File: src/rtl/mem_loader_pkg.sv
// mem_loader_pkg: FSM encoding, bank count and per-bank length lookup shared by mem_loader and its counter.
package mem_loader_pkg;
  typedef enum logic [1:0] {
    IDLE   = 2'd0,
    LOAD_W = 2'd1,
    LOAD_X = 2'd2,
    FINISH = 2'd3
  } state_t;
  localparam int N_W_BANKS = 4;
  function automatic int bank_len(input logic [1:0] n, input int l0, input int l1, input int l2, input int l3);
    return (n == 2'd0) ? l0 : (n == 2'd1) ? l1 : (n == 2'd2) ? l2 : l3;
  endfunction
endpackage

File: src/rtl/loader_seq_counter.sv
// loader_seq_counter: addr/bank sequencer with per-bank wrap and last-element flags for weight and input phases.
module loader_seq_counter
  import mem_loader_pkg::*;
#(
  parameter int W_ADDR_LEN = 20,
  parameter int W0_LEN     = 10,
  parameter int W1_LEN     = 10,
  parameter int W2_LEN     = 10,
  parameter int W3_LEN     = 10,
  parameter int X_LEN      = 8
) (
  input  logic                  clk,
  input  logic                  rst,
  input  logic                  clr,
  input  logic                  inc,
  input  logic                  x_phase,
  output logic [W_ADDR_LEN-1:0] addr,
  output logic [1:0]            bank,
  output logic                  last_w,
  output logic                  last_x
);
  logic [W_ADDR_LEN-1:0] lim_w;
  logic [W_ADDR_LEN-1:0] lim_x;
  logic                  last_bank;
  always_comb begin
    lim_w     = W_ADDR_LEN'(bank_len(bank, W0_LEN, W1_LEN, W2_LEN, W3_LEN) - 1);
    lim_x     = W_ADDR_LEN'(X_LEN - 1);
    last_bank = addr == lim_w;
    last_w    = last_bank && bank == 2'(N_W_BANKS - 1);
    last_x    = addr == lim_x;
  end
  always_ff @(posedge clk or negedge rst) begin
    if (!rst) begin
      addr <= '0;
      bank <= '0;
    end else if (clr) begin
      addr <= '0;
      bank <= '0;
    end else if (inc) begin
      addr <= (x_phase ? last_x : last_bank) ? '0 : addr + 1'b1;
      if (!x_phase && last_bank) bank <= bank + 1'b1;
    end
  end
endmodule

File: src/rtl/mem_loader.sv
// mem_loader: streams serial parameter bits into weight banks 0..3 then input bank 0 of mem_sys.
// Optional MEM_LOADER_POPCOUNT_EN adds a ones_count checksum output.
module mem_loader
  import mem_loader_pkg::*;
#(
  parameter int W_ADDR_LEN = 20,
  parameter int X_ADDR_LEN = 10,
  parameter int W_SEL_LEN  = 2,
  parameter int X_SEL_LEN  = 2,
  parameter int W0_LEN     = 10,
  parameter int W1_LEN     = 10,
  parameter int W2_LEN     = 10,
  parameter int W3_LEN     = 10,
  parameter int X_LEN      = 8
) (
  input  logic                  clk,
  input  logic                  rst,
  input  logic                  start,
  input  logic                  in_valid,
  output logic                  in_ready,
  input  logic                  in_bit,
  output logic                  we_w,
  output logic                  we_x,
  output logic [W_ADDR_LEN-1:0] address_w,
  output logic [X_ADDR_LEN-1:0] address_x,
  output logic                  data_in,
  output logic [W_SEL_LEN-1:0]  sel_w,
  output logic [X_SEL_LEN-1:0]  sel_x,
  output logic                  busy,
`ifdef MEM_LOADER_POPCOUNT_EN
  output logic [W_ADDR_LEN+2:0] ones_count,
`endif
  output logic                  done
);
  state_t                state, nxt;
  logic                  xfer, begin_seq, last_w, last_x;
  logic [W_ADDR_LEN-1:0] addr;
  logic [1:0]            bank;
  loader_seq_counter #(
    .W_ADDR_LEN(W_ADDR_LEN), .W0_LEN(W0_LEN), .W1_LEN(W1_LEN),
    .W2_LEN(W2_LEN), .W3_LEN(W3_LEN), .X_LEN(X_LEN)
  ) u_cnt (
    .clk(clk), .rst(rst), .clr(begin_seq), .inc(xfer), .x_phase(state == LOAD_X),
    .addr(addr), .bank(bank), .last_w(last_w), .last_x(last_x)
  );
  // FINISH is entered on the final transfer edge, so done lines up with the last registered we_x.
  always_comb begin
    nxt       = state;
    in_ready  = state == LOAD_W || state == LOAD_X;
    xfer      = in_valid && in_ready;
    begin_seq = state == IDLE && start;
    busy      = state != IDLE;
    done      = state == FINISH;
    case (state)
      IDLE:    nxt = start ? LOAD_W : IDLE;
      LOAD_W:  nxt = (xfer && last_w) ? LOAD_X : LOAD_W;
      LOAD_X:  nxt = (xfer && last_x) ? FINISH : LOAD_X;
      default: nxt = IDLE;
    endcase
  end
  always_ff @(posedge clk or negedge rst) begin
    if (!rst) state <= IDLE;
    else state <= nxt;
  end
  always_ff @(posedge clk or negedge rst) begin
    if (!rst) begin
      we_w      <= 1'b0;
      we_x      <= 1'b0;
      address_w <= '0;
      address_x <= '0;
      data_in   <= 1'b0;
      sel_w     <= '0;
      sel_x     <= '0;
    end else begin
      we_w <= xfer && state == LOAD_W;
      we_x <= xfer && state == LOAD_X;
      if (xfer) begin
        data_in <= in_bit;
        if (state == LOAD_W) begin
          address_w <= addr;
          sel_w     <= W_SEL_LEN'(bank);
        end else begin
          address_x <= addr[X_ADDR_LEN-1:0];
          sel_x     <= '0;
        end
      end
    end
  end
`ifdef MEM_LOADER_POPCOUNT_EN
  always_ff @(posedge clk or negedge rst) begin
    if (!rst) ones_count <= '0;
    else if (begin_seq) ones_count <= '0;
    else if (xfer && in_bit) ones_count <= ones_count + 1'b1;
  end
`endif
endmodule
File: config.mk
export PLATFORM = sky130hd
export DESIGN_NAME = mem_loader
export DESIGN_NICKNAME = d
export VERILOG_FILES = /design/src/rtl/mem_loader_pkg.sv /design/src/rtl/loader_seq_counter.sv /design/src/rtl/mem_loader.sv
export SDC_FILE = /design/constraint.sdc
export NUM_CORES = 1
export LEC_CHECK = 0
export BUFFER_PORTS_ARGS = -buffer_cell sky130_fd_sc_hd__buf_2
export CORE_UTILIZATION = 30
export DETAILED_ROUTE_END_ITERATION = 12
export HOLD_SLACK_MARGIN = 0.08
export PLACE_DENSITY = 0.51
export SLEW_MARGIN = 20
export SYNTH_ARGS = -nofsm -noshare
export SYNTH_HDL_FRONTEND = slang
export SYNTH_HIERARCHICAL = 1
export SYNTH_SLANG_ARGS = --single-unit
File: constraint.sdc
create_clock -name clk -period 2.4 [get_ports clk]
set_clock_uncertainty 0.1 [all_clocks]
set_input_delay 0 -clock clk [delete_from_list [all_inputs] [get_ports clk]]
set_output_delay 0 -clock clk [all_outputs]
set_load 0.01 [all_outputs]
Word level (Yosys, flattened, before mapping)
Cells that the tools add are included.
- add/sub/neg operators: 2
- equality and inequality tests: 6
- muxes and demuxes: 11
- bitwise gates (word level): 1
- reduce and logical (&&, ||, !) cells: 17
- operators with widths (kind ; number):
    2-to-1 mux 20 bit ; 3
    adder 20 x 1 -> 20 bit, second input constant ; 1
    equality test 20 x 3 -> 1 bit, second input constant ; 1
    equality test 20 x 4 -> 1 bit, second input constant ; 1
    logical AND 1 bit ; 8
    2-to-1 mux 2 bit ; 4
    equality test 2 bit, second input constant ; 3
    one-hot mux 2 bit (3 select lines) ; 1
    AND reduction 2 bit ; 3
    nonzero test 2 bit ; 3
    2-to-1 mux 1 bit ; 3
    adder 2 x 1 -> 2 bit, second input constant ; 1
    equality test 2 x 1 -> 1 bit, second input constant ; 1
    logical NOT 2 bit ; 1
    logical NOT 1 bit ; 1
    logical OR 1 bit ; 1
    inverter 1 bit ; 1
- flip-flop bits (word level): 59
- bits of input ports: 5
- output and inout bits: 40

Depth between registers and ports, before layout
- depth in word-level cells: 6
- depth in mapped cells: 9
- depth with buffers taken out: 8

By module
Netlist, hierarchy kept.
- by module, submodules not included (module ; instances ; cells each ; area an instance (um^2)):
    mem_loader ; 1 ; 96 ; 1571.5
    loader_seq_counter ; 1 ; 139 ; 1229.9

Worst setup path after synthesis
No wires, ideal clock.
- path type: register to register
- from: register state[0]
- to: register u_cnt.addr[19]
- library setup time: 0.074 ns
- arrival time: 2.328 ns
- required time: 2.226 ns
- slack: -0.102 ns
- stages on the path, launching flop included: 9
- buffers on the path: 1
- clock period less this slack: 2.502 ns
- cells stage by stage: dfrtp_1 > inv_1 > ha_1 > and2_4 > o211ai_2 > or4_1 > buf_2 > or4_4 > a21oi_2
- elaborated cells on any way between the ends: 11
- those cells by class: 2 x eq/ne; 4 x mux; 5 x reduce/logical
- RTL lines (element ; RTL line ; text):
    start, declared ; mem_loader.sv:35 ; state_t state, nxt;
    start signal, assigned ; mem_loader.sv:63 ; else state <= nxt;
    equality test 2 x 1 -> 1 bit / equality test 2 bit (equally long branches) ; mem_loader.sv:49 ; in_ready = state == LOAD_W || state == LOAD_X;
    logical OR 1 bit * ; mem_loader.sv:49 ;
    via in_ready ; mem_loader.sv:20 ; output logic in_ready,
    logical AND 1 bit * ; mem_loader.sv:50 ; xfer = in_valid && in_ready;
    via xfer ; mem_loader.sv:36 ; logic xfer, begin_seq, last_w, last_x;
    nonzero test 2 bit (no line) * ; - ;
    end signal, assigned ; loader_seq_counter.sv:40 ; addr <= (x_phase ? last_x : last_bank) ? '0 : addr + 1'b1;
    end, declared ; loader_seq_counter.sv:17 ; output logic [W_ADDR_LEN-1:0] addr,
Mark *: on every way through the listed nets, which the timed path passes. The rest lies on a longest branch. The select of a mux whose other input is x is not followed.
A chain may end at the register's enable or synchronous reset.

Final worst setup path
- from: register state[1]
- to: register u_cnt.addr[15]
- elaborated cells on any way between the ends: 11
- those cells by class: 2 x eq/ne; 4 x mux; 5 x reduce/logical
- RTL lines (element ; RTL line):
    equality test 2 x 1 -> 1 bit / equality test 2 bit (equally long branches) ; mem_loader.sv:49
    logical OR 1 bit * ; mem_loader.sv:49
    logical AND 1 bit * ; mem_loader.sv:50
    via xfer ; mem_loader.sv:36
    nonzero test 2 bit (no line) * ; -
Marked as above.

==> metrics <==
CTS buffer count 9; top cells by area, synth dfrtp_1 53%, mux2_4 10%, mux2_2 5.6%, ha_1 3.6%, a21oi_1 2.3%; wl on met1 2880 um; gr usage total 13.6%; drt total wl 5930 um; first-pass GRT wire length slightly above 10000 um; maximum capacitance violations 0; slew margin rel. 54.7%; worst hold path class in -> reg; Mapped Cells 235; most frequent cells in the layout 59 x dfrtp_1, 42 x buf_2, 19 x mux2_4, 16 x buf_4, 14 x mux2_2; Die ar. roughly 9700 um^2; Longest Clk Path Bufs 2; Worst Path Arrival 2410 ps; Core Rows 34; chip width 98.6 um; DR DRC count 0; Crit Path Max Fanout 8; Synth cell types 38; f_max ~450 MHz; Port Buffers 42; wire length on met2 2700 um; commonest register cell after synthesis dfrtp_1; Layout Nets 311; minimum clock period between 2000 and 2500 ps; global route total overflow 0; clock root buffer clkbuf_8; GP Congestion 0.752; die height 98.6 um; Final setup viols 0; n_diodes 0; RSZ-0062 raised after global routing false; Area Growth Syn to Fin 23.0%; Post-DRT Antenna Nets 0; peak supply drop 0.274 mV; Setup TNS Final 0 ps; kind of critical path reg -> reg; Pwr Density between 700 and 800 nW/um^2; share of cells above drive strength 1 38.6%; core area 8890 um^2; actual slew at the worst max-slew pin just under 700 ps; Post-DP HPWL 4200 um; leak pwr about 1.7 nW; Pwr Total approximately 0.0025 W; worst slack at placement 97.5 ps; I/O pin cnt 45; met3 wire length 192 um; Post-synth EDFFs 0; CTS tree built; top-area cell type share of the netlist area 52.7%; htree depth 3; Avg Cell Area, Syn between 10 and 15 um^2; Final Cycle Share ~93%; vias per cell 4.75; Syn. warnings 6; status finished clean; Seq/Total Area, Yosys between 50% and 60%; DR WL/cell 14.4 um; pin count of the biggest net entering global routing 31; CP required about 2600 ps; fillers ~860; area leader, netlist dfrtp_1; Synth Register Bits 59; CP Launch Type flip-flop; drt first pass iters 4; # resized after CTS 0; vias in the first global route 1979; most common library cell in the layout ignoring fill and taps dfrtp_1; clock latency on the worst-skew pair 350 ps; fraction of registers with async set/reset 100%; CTS clk-pin slew, worst paths 70 ps; clock sinks 59; Vias 1952; Initial DRC Count 98; Fin. Hold Viols 0; antenna violations before repair 0; Slew Viols, Final 0; setup ws final 160 ps; post-synthesis cell area between 2000 and 3000 um^2; Initial Util 31.5%; top sig layer met4; Critical Path Sink Type flip-flop
==> layout make-up <==
cell class	instances	area (um^2)	area share, %
inverter	13	48.8	1.42
multi-input combinational	154	1230	35.7
clock buffer	10	138	4.00
tap	108	135	3.92
timing repair buffer	61	360	10.5
sequential	59	1480	42.9
clock inverter	6	55.1	1.60
==> cells by family (layout without fill, tap and decap cells) <==
kind of cell / Yosys count / in the layout / synth area share, %
muxes: 34 / 34 / 16.2
buffers and inverters: 23 / 90 / 4.24
other: 1 / 2 / 0.134
adders and majority gates: 8 / 8 / 3.57
DFF: 59 / 59 / 52.7
AOI/OAI and AO/OA: 33 / 33 / 6.88
and+or+nand+nor: 69 / 69 / 13.8
xor gates and xnor gates: 8 / 8 / 2.50
==> Yosys cell counts, types with 5 or more instances <==
cell type	n
mux2_2	14
nand3_1	5
xnor2_1	7
a21oi_1	13
or3_1	8
nor4_1	6
nor3_1	6
o21ai_0	11
ha_1	8
inv_1	13
nor2_1	13
mux2_4	19
dfrtp_1	59
nand2_1	12
==> sequential cells by signal, summed over array words and instances, names as in the netlist <==
signal / cells
address_w: 20
u_cnt/addr: 20
address_x: 10
sel_w: 2
state: 2
u_cnt/bank: 2
data_in: 1
we_w: 1
we_x: 1
==> layer usage <==
layer  up-vias  track usage, %
li1        949               -
met1       957            18.7
met2        35            19.9
met3        11            2.62
met4         0            7.92
met5         -               0
==> path summary, 6_finish.rpt <==
kind | end | depth (start not counted) | slack [ps] | startpoint
max | u_cnt/addr[15] | 8 | 160 | state[1]
min | u_cnt/addr[0] | 4 | 100 | start
max reg2reg | u_cnt/addr[15] | 8 | 160 | state[1]
min reg2reg | data_in | 1 | 400 | data_in
max in group asynchronous | address_w[11] | 3 | 1370 | rst
min in group asynchronous | we_x | 2 | 130 | rst
==> what timing repair did <==
| action | 4_1_cts | 5_1_grt |
|---|---|---|
| hold buffers | 3 | 0 |
| hold endpoints to repair | 32 | 0 |
| setup endpoints to repair | 0 | 5 |
| buffers inserted | 0 | 1 |
==> report_power, final <==
part | internal [W] | switching (W) | leakage, nW
Combinational | 0.000201 | 0.000202 | 0.850
Sequential | 0.00109 | 0.000117 | 0.776
Clock | 0.000498 | 0.000394 | 0.106
==> worst max-delay path, cell delays in order (launching register included) <==
cell      delay [ps]
dfrtp_1          360
inv_2             70
ha_4             270
and2_4           150
o211ai_4         110
or4_1            450
buf_4            180
or3_1            340
a21oi_1          140
==> through the flow <==
stage	hold slack, ps	util, %	cells	area [um^2]
floorplan	-396	-	236	2830
global placement	-14.4	36.2	391	3210
detailed placement	-9.28	36.2	391	3210
CTS	84.7	38.7	410	3440
global route	122	38.7	411	3440
finish	99.7	38.7	411	3440
Power figures use the tool's default switching activity.
